<file path="config.mk">
export PLATFORM = sky130hd
export DESIGN_NAME = seq_mult_32bit_flat
export DESIGN_NICKNAME = d
export VERILOG_FILES = /design/src/rtl/seq_mult_32bit_if.sv /design/src/rtl/seq_mult_32bit.sv /design/src/flat_wrapper.sv
export SDC_FILE = /design/constraint.sdc
export NUM_CORES = 1
export LEC_CHECK = 0
export BUFFER_PORTS_ARGS = -buffer_cell sky130_fd_sc_hd__buf_2
export CORE_MARGIN = 8
export CORE_UTILIZATION = 36
export DETAILED_ROUTE_END_ITERATION = 10
export PLACE_DENSITY_LB_ADDON = 0.15
export SLEW_MARGIN = 40
export SYNTH_ARGS = -nofsm -noshare
export SYNTH_HDL_FRONTEND = slang
export SYNTH_SLANG_ARGS = --single-unit
</file>
<file path="constraint.sdc">
create_clock -name clk -period 3.9 [get_ports clk]
set_clock_uncertainty 0.1 [all_clocks]
set_input_delay 0.585 -clock clk [delete_from_list [all_inputs] [get_ports clk]]
set_output_delay 0.585 -clock clk [all_outputs]
set_load 0.005 [all_outputs]
</file>
<file path="src/rtl/seq_mult_32bit_if.sv">
// Operation handshake (start/busy/done) and operand/product bus for seq_mult_32bit.
// Macro MULT_OVF_EN adds the ovf result flag.
interface seq_mult_32bit_if #(
    parameter int WIDTH = 32
);
    logic                   start;
    logic                   signed_op;
    logic [WIDTH-1:0]       a;
    logic [WIDTH-1:0]       b;
    logic                   busy;
    logic                   done;
    logic [2*WIDTH-1:0]     product;

`ifdef MULT_OVF_EN
    logic                   ovf;

    modport master (
        output start, signed_op, a, b,
        input  busy, done, product, ovf
    );

    modport slave (
        input  start, signed_op, a, b,
        output busy, done, product, ovf
    );
`else
    modport master (
        output start, signed_op, a, b,
        input  busy, done, product
    );

    modport slave (
        input  start, signed_op, a, b,
        output busy, done, product
    );
`endif
endinterface

</file>
<file path="src/rtl/seq_mult_32bit.sv">
// Shift-add WIDTHxWIDTH multiplier: start->done in WIDTH+3 cycles, start ignored while busy.
// Macro MULT_OVF_EN adds a registered ovf flag alongside product.
module seq_mult_32bit #(
    parameter int WIDTH = 32
) (
    input  logic          clk,
    input  logic          reset,
    seq_mult_32bit_if.slave bus
);
    localparam int                 CW    = $clog2(WIDTH);
    localparam logic [CW-1:0]      LAST  = CW'(WIDTH - 1);
    localparam logic [WIDTH-1:0]   ONE_W = {{(WIDTH-1){1'b0}}, 1'b1};
    localparam logic [2*WIDTH-1:0] ONE_P = {{(2*WIDTH-1){1'b0}}, 1'b1};

    typedef enum logic [2:0] {
        IDLE,
        PREP,
        RUN,
        FIX,
        DONE
    } state_t;

    state_t               state;
    state_t               state_nxt;
    logic                 busy;
    logic                 done;

    logic [WIDTH-1:0]     op_a;
    logic [WIDTH-1:0]     op_b;
    logic                 signed_q;
    logic                 neg_res;
    logic [WIDTH-1:0]     mag_a;
    logic [2*WIDTH-1:0]   sr;
    logic [CW-1:0]        counter;
    logic [2*WIDTH-1:0]   product_q;

    logic [WIDTH-1:0]     mag_a_nxt;
    logic [WIDTH-1:0]     mag_b_nxt;
    logic [WIDTH-1:0]     addend;
    logic [WIDTH:0]       sum;
    logic [2*WIDTH-1:0]   result;

`ifdef MULT_OVF_EN
    logic                 ovf_q;
    logic                 ovf_nxt;
`endif

    always_ff @(posedge clk) begin
        if (reset) begin
            state <= IDLE;
        end else begin
            state <= state_nxt;
        end
    end

    always_comb begin
        state_nxt = state;
        busy      = 1'b0;
        done      = 1'b0;
        case (state)
            IDLE: begin
                if (bus.start) state_nxt = PREP;
            end
            PREP: begin
                busy      = 1'b1;
                state_nxt = RUN;
            end
            RUN: begin
                busy = 1'b1;
                if (counter == LAST) state_nxt = FIX;
            end
            FIX: begin
                busy      = 1'b1;
                state_nxt = DONE;
            end
            DONE: begin
                done      = 1'b1;
                state_nxt = bus.start ? PREP : IDLE;
            end
            default: state_nxt = IDLE;
        endcase
    end

    // Negation is invert-plus-one; the most-negative operand maps to 2^(WIDTH-1) as unsigned.
    always_comb begin
        mag_a_nxt = (signed_q && op_a[WIDTH-1]) ? (~op_a + ONE_W) : op_a;
        mag_b_nxt = (signed_q && op_b[WIDTH-1]) ? (~op_b + ONE_W) : op_b;
        addend    = sr[0] ? mag_a : '0;
        sum       = {1'b0, sr[2*WIDTH-1:WIDTH]} + {1'b0, addend};
        result    = neg_res ? (~sr + ONE_P) : sr;
`ifdef MULT_OVF_EN
        if (signed_q) begin
            ovf_nxt = ~((&result[2*WIDTH-1:WIDTH-1]) | ~(|result[2*WIDTH-1:WIDTH-1]));
        end else begin
            ovf_nxt = |result[2*WIDTH-1:WIDTH];
        end
`endif
    end

    always_ff @(posedge clk) begin
        if (reset) begin
            op_a      <= '0;
            op_b      <= '0;
            signed_q  <= 1'b0;
            neg_res   <= 1'b0;
            mag_a     <= '0;
            sr        <= '0;
            counter   <= '0;
            product_q <= '0;
`ifdef MULT_OVF_EN
            ovf_q     <= 1'b0;
`endif
        end else begin
            case (state)
                IDLE, DONE: begin
                    if (bus.start) begin
                        op_a     <= bus.a;
                        op_b     <= bus.b;
                        signed_q <= bus.signed_op;
                        neg_res  <= bus.signed_op & (bus.a[WIDTH-1] ^ bus.b[WIDTH-1]);
                    end
                end
                PREP: begin
                    mag_a   <= mag_a_nxt;
                    sr      <= {{WIDTH{1'b0}}, mag_b_nxt};
                    counter <= '0;
                end
                // Upper half accumulates; the carry-out re-enters at the MSB on the shift.
                RUN: begin
                    sr      <= {sum, sr[WIDTH-1:1]};
                    counter <= counter + 1'b1;
                end
                FIX: begin
                    product_q <= result;
`ifdef MULT_OVF_EN
                    ovf_q     <= ovf_nxt;
`endif
                end
                default: ;
            endcase
        end
    end

    assign bus.busy    = busy;
    assign bus.done    = done;
    assign bus.product = product_q;
`ifdef MULT_OVF_EN
    assign bus.ovf     = ovf_q;
`endif
endmodule
</file>
<file path="src/flat_wrapper.sv">
// flat-port wrapper written by rule: the top's interface ports become plain ports
module seq_mult_32bit_flat 
#(
    parameter int WIDTH = 32
)
  (clk, reset, bus_start, bus_signed_op, bus_a, bus_b, bus_busy, bus_done, bus_product);
  seq_mult_32bit_if #(.WIDTH(WIDTH)) bus_i ();
  input  logic clk;
  input  logic reset;
  input wire logic [$bits(bus_i.start)-1:0] bus_start;
  input wire logic [$bits(bus_i.signed_op)-1:0] bus_signed_op;
  input wire logic [$bits(bus_i.a)-1:0] bus_a;
  input wire logic [$bits(bus_i.b)-1:0] bus_b;
  output wire logic [$bits(bus_i.busy)-1:0] bus_busy;
  output wire logic [$bits(bus_i.done)-1:0] bus_done;
  output wire logic [$bits(bus_i.product)-1:0] bus_product;
  assign bus_i.start = bus_start;
  assign bus_i.signed_op = bus_signed_op;
  assign bus_i.a = bus_a;
  assign bus_i.b = bus_b;
  assign bus_busy = bus_i.busy;
  assign bus_done = bus_i.done;
  assign bus_product = bus_i.product;
  seq_mult_32bit #(.WIDTH(WIDTH)) u_core (.clk(clk), .reset(reset), .bus(bus_i));
endmodule
</file>
==> metrics.md <==
| Metric | Value |
|---|---|
| GRT Resource Usage Total | 17.65% |
| Async set-reset flop share out of synthesis | 0% |
| Via count | 11,770 |
| Worst-Margin Slew | 0.7777 ns |
| CP Class | reg -> reg |
| Setup Buffers After CTS | 0 |
| Mean Syn Cell Area | 7.877 µm² |
| DP Worst Slack | 0.4536 ns |
| Avg WL per Cell | 17.63 µm |
| Pwr Total | 5.914 mW |
| Placed Cells | 2,149 |
| Vias in the first global route | 10,920 |
| Slew Limit Fails | 0 |
| Seq/Total Area, Yosys | 35.98% |
| Number of fill cells in the layout | 3,719 |
| CTS tree | yes |
| Die Y-Extent | 206.2 µm |
| Final setup margin | 0.5390 ns |
| Router iterations before antenna repair | 5 |
| Switch share | 28.23% |
| Switch Pwr | 1.670 mW |
| Pin count of the biggest net entering global routing | 133 |
| Crit path time final | 3.361 ns |
| Final RePlAce weighted congestion | 0.9055 |
| P_int | 4.245 mW |
| Post-synth top area cell | dfxtp_1 |
| Ys flop type | dfxtp_1 |
| Residual DRC | 0 |
| Status | finished clean |
| Post-route antenna net violation count | 0 |
| Combinational Power Share | 15.0% |
| Post-Syn Instances | 1,653 |
| Max-cap violations | 0 |
| Hold Buf Count CTS | 0 |
| CP Capture Type | flip-flop |
| Power per standard cell area | 397.9 nW/µm² |
| Mapped Area | 13,020 µm² |
| Netlist cell types | 68 |
| Total CTS buffers | 27 |
| Count leader, synth | nand2_1 |
| Layout Utilization | 41.79% |
| DRT iter0 DRCs | 782 |
| Post-synth top cells | nand2_1 (250), dfxtp_1 (234), a21oi_1 (180) |
| Power share of the clock group | 40.9% |
| Share of layout cells above drive strength 1 | 13.39% |
| Initial Utilization | 36.60% |
| Area occupied by multi-input gates | 7824 µm² |
| Seq pwr share | 44.1% |
| DR vias/cell | 5.365 |
| Total gr overflow | 0 |
| Post-detail-place hpwl | 28.63 mm |
| Final hold vios | 0 |
| Area growth syn-to-layout | 14.16% |
| Synth top area share | 35.98% |
| Row count | 69 |
| WP data arrival | 3.69 ns |
| Synth area leaders | dfxtp_1 (36%), nand2_1 (7.2%), a21oi_1 (6.9%), xor2_1 (5.5%), ha_1 (3.6%) |
| FMAX | 297.5 MHz |
| Post-Route WL | 38.69 mm |
| Worst Hold Class | in -> reg |
| Skew-Pair Late Insertion Delay | 0.54 ns |
| Layout Nets | 1,823 |
| H-tree Lvls | 1 |
| IO Port Bufs | 133 |
| RSZ-0062 raised after global routing | false |
| Final Setup Violations | 0 |
| Global-route wire length before repair | 61.53 mm |
| CTS sink cnt | 234 |
| Initial antenna violation count | 1 |
| CTS max path bufs | 3 |
| Reg area | 4686 µm² |
| Die width | 206.2 µm |
| Antenna diode count | 0 |
| Core area | 35,570 µm² |
| Die area | 42,510 µm² |
| # resized after CTS | 0 |
| Clock root buffer | clkbuf_16 |
| Boundary pin count | 134 |
| CP max FO | 27 |
| Yosys warns | 0 |
| Period utilisation layout | 86.18% |
| Setup_tns | 0 ns |
| Finished Layout Cells | 2,194 |
| Clock-pin slew on the worst setup and hold paths | 0.06 ns |
| Worst IR Drop VDD | 0.2770 mV |
| Leakage | 5.910 nW |
| Crit start category | flip-flop |
| Critical Path RT | 4.23 ns |
| Post-synth EDFFs | 0 |
| Seq cells post-synth | 234 |
| Max transition margin | 48.15% |
| Syn Nets | 1,759 |
cell usage in the layout (no fill, tap or decap), types with 13 or more instances in the layout:
master | synthesis | layout
clkbuf_16 | 0 | 27
a21o_1 | 13 | 13
o21ai_0 | 66 | 66
nand2_1 | 250 | 249
buf_4 | 0 | 20
nor2_1 | 118 | 116
and2_1 | 42 | 41
o41ai_1 | 15 | 15
ha_1 | 37 | 37
nor2b_1 | 13 | 13
a21oi_1 | 180 | 180
buf_2 | 3 | 132
a22oi_1 | 39 | 39
nand4_1 | 15 | 15
nand3_1 | 16 | 16
or4_1 | 22 | 22
nor3_1 | 30 | 29
dfxtp_1 | 234 | 233
nand3b_1 | 13 | 13
xor2_1 | 82 | 82
nor3b_1 | 20 | 18
inv_1 | 22 | 22
or3_1 | 22 | 22
o31ai_1 | 31 | 31
xnor2_1 | 40 | 40
o22ai_1 | 28 | 28
a211oi_1 | 56 | 56
worst paths after layout:
check                               from                     end  slack [ns]  depth (start not counted)
hold / removal                  bus_a[0]          u_core.op_a[0]        0.18                          3
hold reg to reg   u_core.bus.product[37]  u_core.bus.product[37]        0.35                          2
setup reg to reg            u_core.sr[0]           u_core.sr[60]        0.54                         11
setup / recovery            u_core.sr[0]           u_core.sr[60]        0.54                         11
worst max-delay path, cell delays in order, from the launching register on:
cell       delay (ns)
dfxtp_1          0.39
buf_4            0.25
and2_1           0.18
ha_1             0.41
nand2_1          0.15
o21ai_0          0.25
nor3_1           0.09
a2111oi_0        0.59
buf_4            0.21
o21ai_0          0.16
o21a_1           0.22
a211o_1          0.25
layout make-up:
type                       count  share of cell area, %
inverter                      22                 0.5556
tap                          461                  3.881
multi-input combinational   1277                  52.64
clock buffer                  42                  5.531
sequential                   234                  31.53
timing repair buffer         155                  5.741
clock inverter                 3                 0.1263
power groups by stage:
| stage | clock (mW) | sequential, mW | combinational (mW) |
|---|---|---|---|
| after floorplan | 0 | 2.61 | 0.654 |
| after global placement | 0 | 2.66 | 0.884 |
| after detailed placement | 0 | 2.66 | 0.894 |
| after CTS | 2.49 | 2.61 | 0.896 |
| after global routing | 2.59 | 2.62 | 0.992 |
| final | 2.42 | 2.61 | 0.888 |
sequential cells by signal (all words and copies together), names as in the netlist:
register / count
u_core.bus.product: 64
u_core.sr: 64
u_core.mag_a: 32
u_core.op_a: 32
u_core.op_b: 32
u_core.counter: 5
u_core.state: 3
u_core.neg_res: 1
u_core.signed_q: 1
per-layer routing:
layer	wire, µm	GRT usage [%]	up-vias
li1	-	-	6064
met1	20860	28.05	5394
met5	8	0	-
met4	780	4.081	2
met3	2156	2.978	45
met2	14890	23.84	266
logic make-up (layout without fill, tap and decap cells):
kind of cell             count (synthesis)  after routing  share of synthesized area, %
AO/OA/AOI/OAI                          489            489                         23.67
AND/OR/NAND/NOR                        616            616                         23.33
buffers and inverters                  142            222                         4.180
XOR/XNOR                               122            122                         8.207
adder cells (fa/ha/maj)                 38             38                         3.709
multiplexers                            12             12                        0.9226
flip-flops                             234            234                         35.98
through the flow:
stage,instance area (µm²),hold WS [ns]
finish,14860,0.1788
global placement,13990,0.3370
floorplan,13020,0.3273
detailed placement,14020,0.3422
global route,14860,0.1606
CTS,14860,0.1402
(Power assumes the default switching activity.)
